$ cat src/rtl/operb_select_stage_pkg.sv
// Shared definitions for the operand-B select stage: source indices, skid-stage
// state encoding and the select range check.
package operb_select_stage_pkg;

  localparam int OPB_SRC_PC  = 0;
  localparam int OPB_SRC_IMM = 1;
  localparam int OPB_SRC_RS2 = 2;
  localparam int OPB_SRC_FWD = 3;

  typedef enum logic [1:0] {
    OPB_EMPTY = 2'd0,
    OPB_ONE   = 2'd1,
    OPB_TWO   = 2'd2
  } opb_state_e;

  function automatic logic sel_in_range(input int unsigned sel, input int unsigned nsrc);
    return sel < nsrc;
  endfunction

endpackage

$ cat src/rtl/operb_select_stage_if.sv
// Handshake/bus bundle between the decode side (master) and the operand-B
// select stage (slave).
interface operb_select_stage_if #(
  parameter int WIDTH = 32,
  parameter int NSRC  = 4,
  parameter int SEL_W = 3
);

  logic [NSRC*WIDTH-1:0] src_bus;
  logic [SEL_W-1:0]      sel;
  logic                  in_valid;
  logic                  in_ready;
  logic                  flush;
  logic [WIDTH-1:0]      out_data;
  logic                  out_valid;
  logic                  out_ready;
  logic                  sel_err;

  modport master (
    output src_bus, sel, in_valid, flush, out_ready,
    input  in_ready, out_data, out_valid, sel_err
  );

  modport slave (
    input  src_bus, sel, in_valid, flush, out_ready,
    output in_ready, out_data, out_valid, sel_err
  );

endinterface

$ cat src/rtl/operb_select_stage_skid_buffer.sv
// Two-slot valid/ready skid stage with registered in_ready and synchronous flush.
//   state     | meaning
//   OPB_EMPTY | no beat held
//   OPB_ONE   | main register holds the beat shown on out_data
//   OPB_TWO   | main and skid both full, upstream stalled
module skid_buffer
  import operb_select_stage_pkg::*;
#(
  parameter int WIDTH = 32
) (
  input  logic             clk,
  input  logic             rst_n,
  input  logic             flush,
  input  logic [WIDTH-1:0] in_data,
  input  logic             in_valid,
  output logic             in_ready,
  output logic [WIDTH-1:0] out_data,
  output logic             out_valid,
  input  logic             out_ready
);

  opb_state_e       state_q, state_d;
  logic [WIDTH-1:0] main_q, main_d;
  logic [WIDTH-1:0] skid_q, skid_d;
  logic             out_valid_q, out_valid_d;
  logic             in_ready_q, in_ready_d;
  logic             accept, drain;

  assign accept = in_valid & in_ready_q;
  assign drain  = out_valid_q & out_ready;

  always_comb begin
    state_d = state_q;
    main_d  = main_q;
    skid_d  = skid_q;
    // Flush leaves the data registers alone so out_data keeps its last value.
    if (flush) begin
      state_d = OPB_EMPTY;
    end else begin
      case (state_q)
        OPB_EMPTY: begin
          if (accept) begin
            state_d = OPB_ONE;
            main_d  = in_data;
          end
        end
        OPB_ONE: begin
          if (accept && drain) begin
            main_d = in_data;
          end else if (accept) begin
            state_d = OPB_TWO;
            skid_d  = in_data;
          end else if (drain) begin
            state_d = OPB_EMPTY;
          end
        end
        OPB_TWO: begin
          if (drain) begin
            state_d = OPB_ONE;
            main_d  = skid_q;
          end
        end
        default: state_d = OPB_EMPTY;
      endcase
    end
    out_valid_d = (state_d != OPB_EMPTY);
    in_ready_d  = (state_d != OPB_TWO);
  end

  always_ff @(posedge clk or negedge rst_n) begin
    if (!rst_n) begin
      state_q     <= OPB_EMPTY;
      main_q      <= '0;
      skid_q      <= '0;
      out_valid_q <= 1'b0;
      in_ready_q  <= 1'b1;
    end else begin
      state_q     <= state_d;
      main_q      <= main_d;
      skid_q      <= skid_d;
      out_valid_q <= out_valid_d;
      in_ready_q  <= in_ready_d;
    end
  end

  assign in_ready  = in_ready_q;
  assign out_valid = out_valid_q;
  assign out_data  = main_q;

endmodule

$ cat src/rtl/operb_select_stage.sv
// Registered operand-B selector: picks one of NSRC sources at accept time and
// feeds it through a two-slot skid stage; flags out-of-range selects.
module operb_select_stage
  import operb_select_stage_pkg::*;
#(
  parameter int WIDTH = 32,
  parameter int NSRC  = 4,
  parameter int SEL_W = 3
) (
  input  logic                  clk,
  input  logic                  rst_n,
  operb_select_stage_if.slave   io
);

  if (NSRC < 2 || NSRC > 8 || SEL_W < $clog2(NSRC)) begin : g_param_check
    $error("operb_select_stage: unsupported NSRC/SEL_W combination");
  end

  logic [WIDTH-1:0] sel_data;
  logic             sel_ok;
  logic             accept;
  logic             sel_err_q, sel_err_d;

  // Out-of-range selects fall back to the PC source.
  always_comb begin
    sel_data = io.src_bus[OPB_SRC_PC*WIDTH +: WIDTH];
    for (int k = 1; k < NSRC; k++) begin
      if (io.sel == SEL_W'(k)) sel_data = io.src_bus[k*WIDTH +: WIDTH];
    end
  end

  assign sel_ok = sel_in_range(32'(io.sel), NSRC);
  assign accept = io.in_valid & io.in_ready & ~io.flush;

  always_comb begin
    sel_err_d = sel_err_q | (accept & ~sel_ok);
  end

  always_ff @(posedge clk or negedge rst_n) begin
    if (!rst_n) sel_err_q <= 1'b0;
    else        sel_err_q <= sel_err_d;
  end

  assign io.sel_err = sel_err_q;

  skid_buffer #(.WIDTH(WIDTH)) u_skid (
    .clk       (clk),
    .rst_n     (rst_n),
    .flush     (io.flush),
    .in_data   (sel_data),
    .in_valid  (io.in_valid),
    .in_ready  (io.in_ready),
    .out_data  (io.out_data),
    .out_valid (io.out_valid),
    .out_ready (io.out_ready)
  );

endmodule

$ cat src/flat_wrapper.sv
// flat-port wrapper written by rule: the top's interface ports become plain ports
module operb_select_stage_flat import operb_select_stage_pkg::*;
#(
  parameter int WIDTH = 32,
  parameter int NSRC  = 4,
  parameter int SEL_W = 3
)
  (clk, rst_n, io_src_bus, io_sel, io_in_valid, io_flush, io_out_ready, io_in_ready, io_out_data, io_out_valid, io_sel_err);
  operb_select_stage_if #(.WIDTH(WIDTH), .NSRC(NSRC), .SEL_W(SEL_W)) io_i ();
  input  logic clk;
  input  logic rst_n;
  input wire logic [$bits(io_i.src_bus)-1:0] io_src_bus;
  input wire logic [$bits(io_i.sel)-1:0] io_sel;
  input wire logic [$bits(io_i.in_valid)-1:0] io_in_valid;
  input wire logic [$bits(io_i.flush)-1:0] io_flush;
  input wire logic [$bits(io_i.out_ready)-1:0] io_out_ready;
  output wire logic [$bits(io_i.in_ready)-1:0] io_in_ready;
  output wire logic [$bits(io_i.out_data)-1:0] io_out_data;
  output wire logic [$bits(io_i.out_valid)-1:0] io_out_valid;
  output wire logic [$bits(io_i.sel_err)-1:0] io_sel_err;
  assign io_i.src_bus = io_src_bus;
  assign io_i.sel = io_sel;
  assign io_i.in_valid = io_in_valid;
  assign io_i.flush = io_flush;
  assign io_i.out_ready = io_out_ready;
  assign io_in_ready = io_i.in_ready;
  assign io_out_data = io_i.out_data;
  assign io_out_valid = io_i.out_valid;
  assign io_sel_err = io_i.sel_err;
  operb_select_stage #(.WIDTH(WIDTH), .NSRC(NSRC), .SEL_W(SEL_W)) u_core (.clk(clk), .rst_n(rst_n), .io(io_i));
endmodule
$ cat config.mk
export PLATFORM = sky130hd
export DESIGN_NAME = operb_select_stage_flat
export DESIGN_NICKNAME = d
export VERILOG_FILES = /design/src/rtl/operb_select_stage_pkg.sv /design/src/rtl/operb_select_stage_if.sv /design/src/rtl/operb_select_stage_skid_buffer.sv /design/src/rtl/operb_select_stage.sv /design/src/flat_wrapper.sv
export SDC_FILE = /design/constraint.sdc
export NUM_CORES = 1
export LEC_CHECK = 0
export ABC_AREA = 0
export BUFFER_PORTS_ARGS = -buffer_cell sky130_fd_sc_hd__buf_2
export CORE_ASPECT_RATIO = 0.75
export CORE_UTILIZATION = 50
export DETAILED_ROUTE_END_ITERATION = 10
export GPL_TIMING_DRIVEN = 0
export PLACE_DENSITY = 0.91
export SLEW_MARGIN = 25
export SYNTH_ARGS = -nofsm -noshare
export SYNTH_HDL_FRONTEND = slang
export SYNTH_HIERARCHICAL = 1
export SYNTH_SLANG_ARGS = --single-unit
$ cat constraint.sdc
create_clock -name clk -period 2.35 [get_ports clk]
set_clock_uncertainty 0.2 [all_clocks]
set_input_delay 0.5875 -clock clk [delete_from_list [all_inputs] [get_ports clk]]
set_output_delay 0.5875 -clock clk [all_outputs]
set_load 0.05 [all_outputs]
==> results.txt <==
status: finished clean
full die area: 9660 sq um
crit end category: flop
Hold Worst Slack: 9.62 ps
clock root cell: clkbuf_16
routability cong.: 0.826
Mean Syn Cell Area: 12.4 sq um
Pins Over Slew Limit: 0
Routed Antenna Nets: 0
Pre-antenna DRT Iters: 4
Finished Cell Area: 5950 sq um
Yosys warning count: 6
RSZ-0062 raised after global routing: false
worst slew pin tran: 651 ps
top cells by count, synth: mux2_2, dfrtp_1, o21ai_1
Setup Viol. Count Final: 0
Area Overhead vs Synth: 28.3%
number of I/O port buffers: 168
DIE WIDTH: 113 um
HP Class: in2async
post-CTS sizing: 0
Core ar.: 9010 sq um
n_diodes: 0
largest net degree at the start of global routing: 38
Tcrit/Tclk final: 0.969
post-synth top area share: 0.367
HPWL Detailed: 9980 um
ys flop type: dfrtp_1
WL/cell: 19.6 um
I/O pins: 171
# rows: 30
Die H: 85.4 um
Initial DRC Count: 151
sequential-to-total area share from yosys stat: 0.373
grt ovf: 0
Post-DP Area: 5640 sq um
Max stage delay on crit path: 530 ps
Clock Pin Slew Worst Setup and Hold Paths: 60 ps
Fmax: 0.439 GHz
H-tree depth: 3
#FFs+latches synth: 69
crit path DAT: 2270 ps
share of cells above drive strength 1: 0.663
final hold viol count: 0
LEAKAGE: 2.80 nW
layout net count: 691
syn_nets: 511
Max-Cap Viols: 0
Setup Crit Path Kind: in2reg
initial antenna violation count: 0
Setup crit start kind: primary input
Worst path slowest cell: clkbuf_1
WP data required: 2340 ps
Syn Inst Count: 375
asr flop ratio synth: 1.00
critical-path cell list: buf_2 -> clkbuf_1 -> a2bb2oi_1 -> o21ai_1 -> mux2_2 -> mux2_1
Synth area leaders: dfrtp_1, mux2_2, mux2_4
Slew headroom: 0.566
CTS tree: built
first-pass GRT wire length: 20800 um
via count: 3888
# clock sinks: 69
worst vdd ir: 0.501 mV
Post-synth EDFFs: 0
Setup Buffers After CTS: 0
most common cell in the netlist: mux2_2
cell accounting for the most synthesized area: dfrtp_1
library cells used by synthesis: 31
CTS Buf Count: 9
Tmin final: 2280 ps
CP max FO: 10
vias in the first global route: 4227
gr usage total: 0.278
drc violations: 0
CTS Hold Buffers Added: 0
WL final: 13200 um
vias per cell: 5.79
Clock Tree Buf Depth: 2
Fillers: 696
starting density of the core: 0.514
Clock Latency Late Sink: 310 ps
Cell Area, Synth: 4630 sq um
power density cells: 916 nW/um^2
==> routing by layer <==
metal	vias up	routed length (um)	track usage
met2	137	6750	0.491
met1	1947	5590	0.348
met3	20	636	0.0457
met4	0	193	0.0909
li1	1784	-	-
met5	-	0	0
==> stage by stage <==
stage          total power, W  instances  worst slack [ps]   util  TNS [ps]
2_1_floorplan         0.00344        375               124      -         0
3_3_place_gp          0.00393        655              -119  0.623     -1100
3_5_place_dp          0.00406        656              -228  0.626     -2660
4_1_cts               0.00547        672               101  0.660         0
5_1_grt               0.00568        672              40.6  0.660         0
6_report              0.00545        672              73.5  0.660         0
==> cells in the final DEF, fill, tap and decap left out, types with 2 or more instances in the layout <==
| cell type | count |
|---|---|
| buf_2 | 184 |
| mux2_2 | 95 |
| dfrtp_1 | 68 |
| o21ai_1 | 32 |
| mux2_4 | 31 |
| a22oi_2 | 31 |
| nand2_1 | 29 |
| a2bb2oi_1 | 28 |
| clkbuf_16 | 9 |
| clkbuf_1 | 8 |
| buf_4 | 7 |
| a22oi_1 | 5 |
| buf_12 | 4 |
| inv_1 | 3 |
| bufinv_16 | 2 |
| buf_6 | 2 |
| nor2b_1 | 2 |
| a211oi_1 | 2 |
| mux2_1 | 2 |
==> cell type report <==
cell class	count	area, sq um	area share
clock buffers	12	236	0.0398
inverters	3	11.3	0.00189
well taps	112	140	0.0236
repair buffers	169	863	0.145
multi-input cells	270	2660	0.448
clock inverters	4	72.6	0.0122
plain buffers	33	231	0.0389
flip-flops and latches	69	1730	0.291
==> path summary, 6_finish.rpt <==
kind	start	end	slack [ps]	cells after the start
max in group asynchronous	rst_n	u_core/u_skid/in_ready	1320	2
worst max-delay path	io_sel[2]	u_core/u_skid/out_data[30]	70	6
worst max register to register	u_core/u_skid/state_q[1]	u_core/u_skid/out_data[3]	210	4
worst min-delay path	rst_n	u_core/u_skid/out_data[11]	10	1
min in group clk	u_core/io.sel_err	u_core/io.sel_err	290	1
worst min register to register	u_core/io.sel_err	u_core/io.sel_err	290	1
==> report_power, final <==
| group | internal [W] | switching [W] |
|---|---|---|
| Combinational | 0.000841 | 0.00130 |
| Clock | 0.000928 | 0.000461 |
| Sequential | 0.00166 | 0.000255 |
| Total | 0.00343 | 0.00202 |
==> sequential cells by signal (all words and copies together) (netlist names) <==
| register | count |
|---|---|
| u_core/u_skid/out_data | 32 |
| u_core/u_skid/skid_q | 32 |
| u_core/u_skid/state_q | 2 |
| u_core/io.sel_err | 1 |
| u_core/u_skid/in_ready | 1 |
| u_core/u_skid/out_valid | 1 |
==> worst max-delay path: cells and delay by family <==
family,cells,cell delay [ps]
compound gates,2,340
buf+inv,2,720
mux,2,610
==> logic make-up after synthesis <==
family,count (synthesis),synth area share
multiplexers,128,0.336
AND/OR/NAND/NOR,39,0.0405
buffers and inverters,36,0.0524
AO/OA/AOI/OAI,103,0.198
flip-flops,69,0.373
Note: power is estimated with default switching activity, not from simulation.
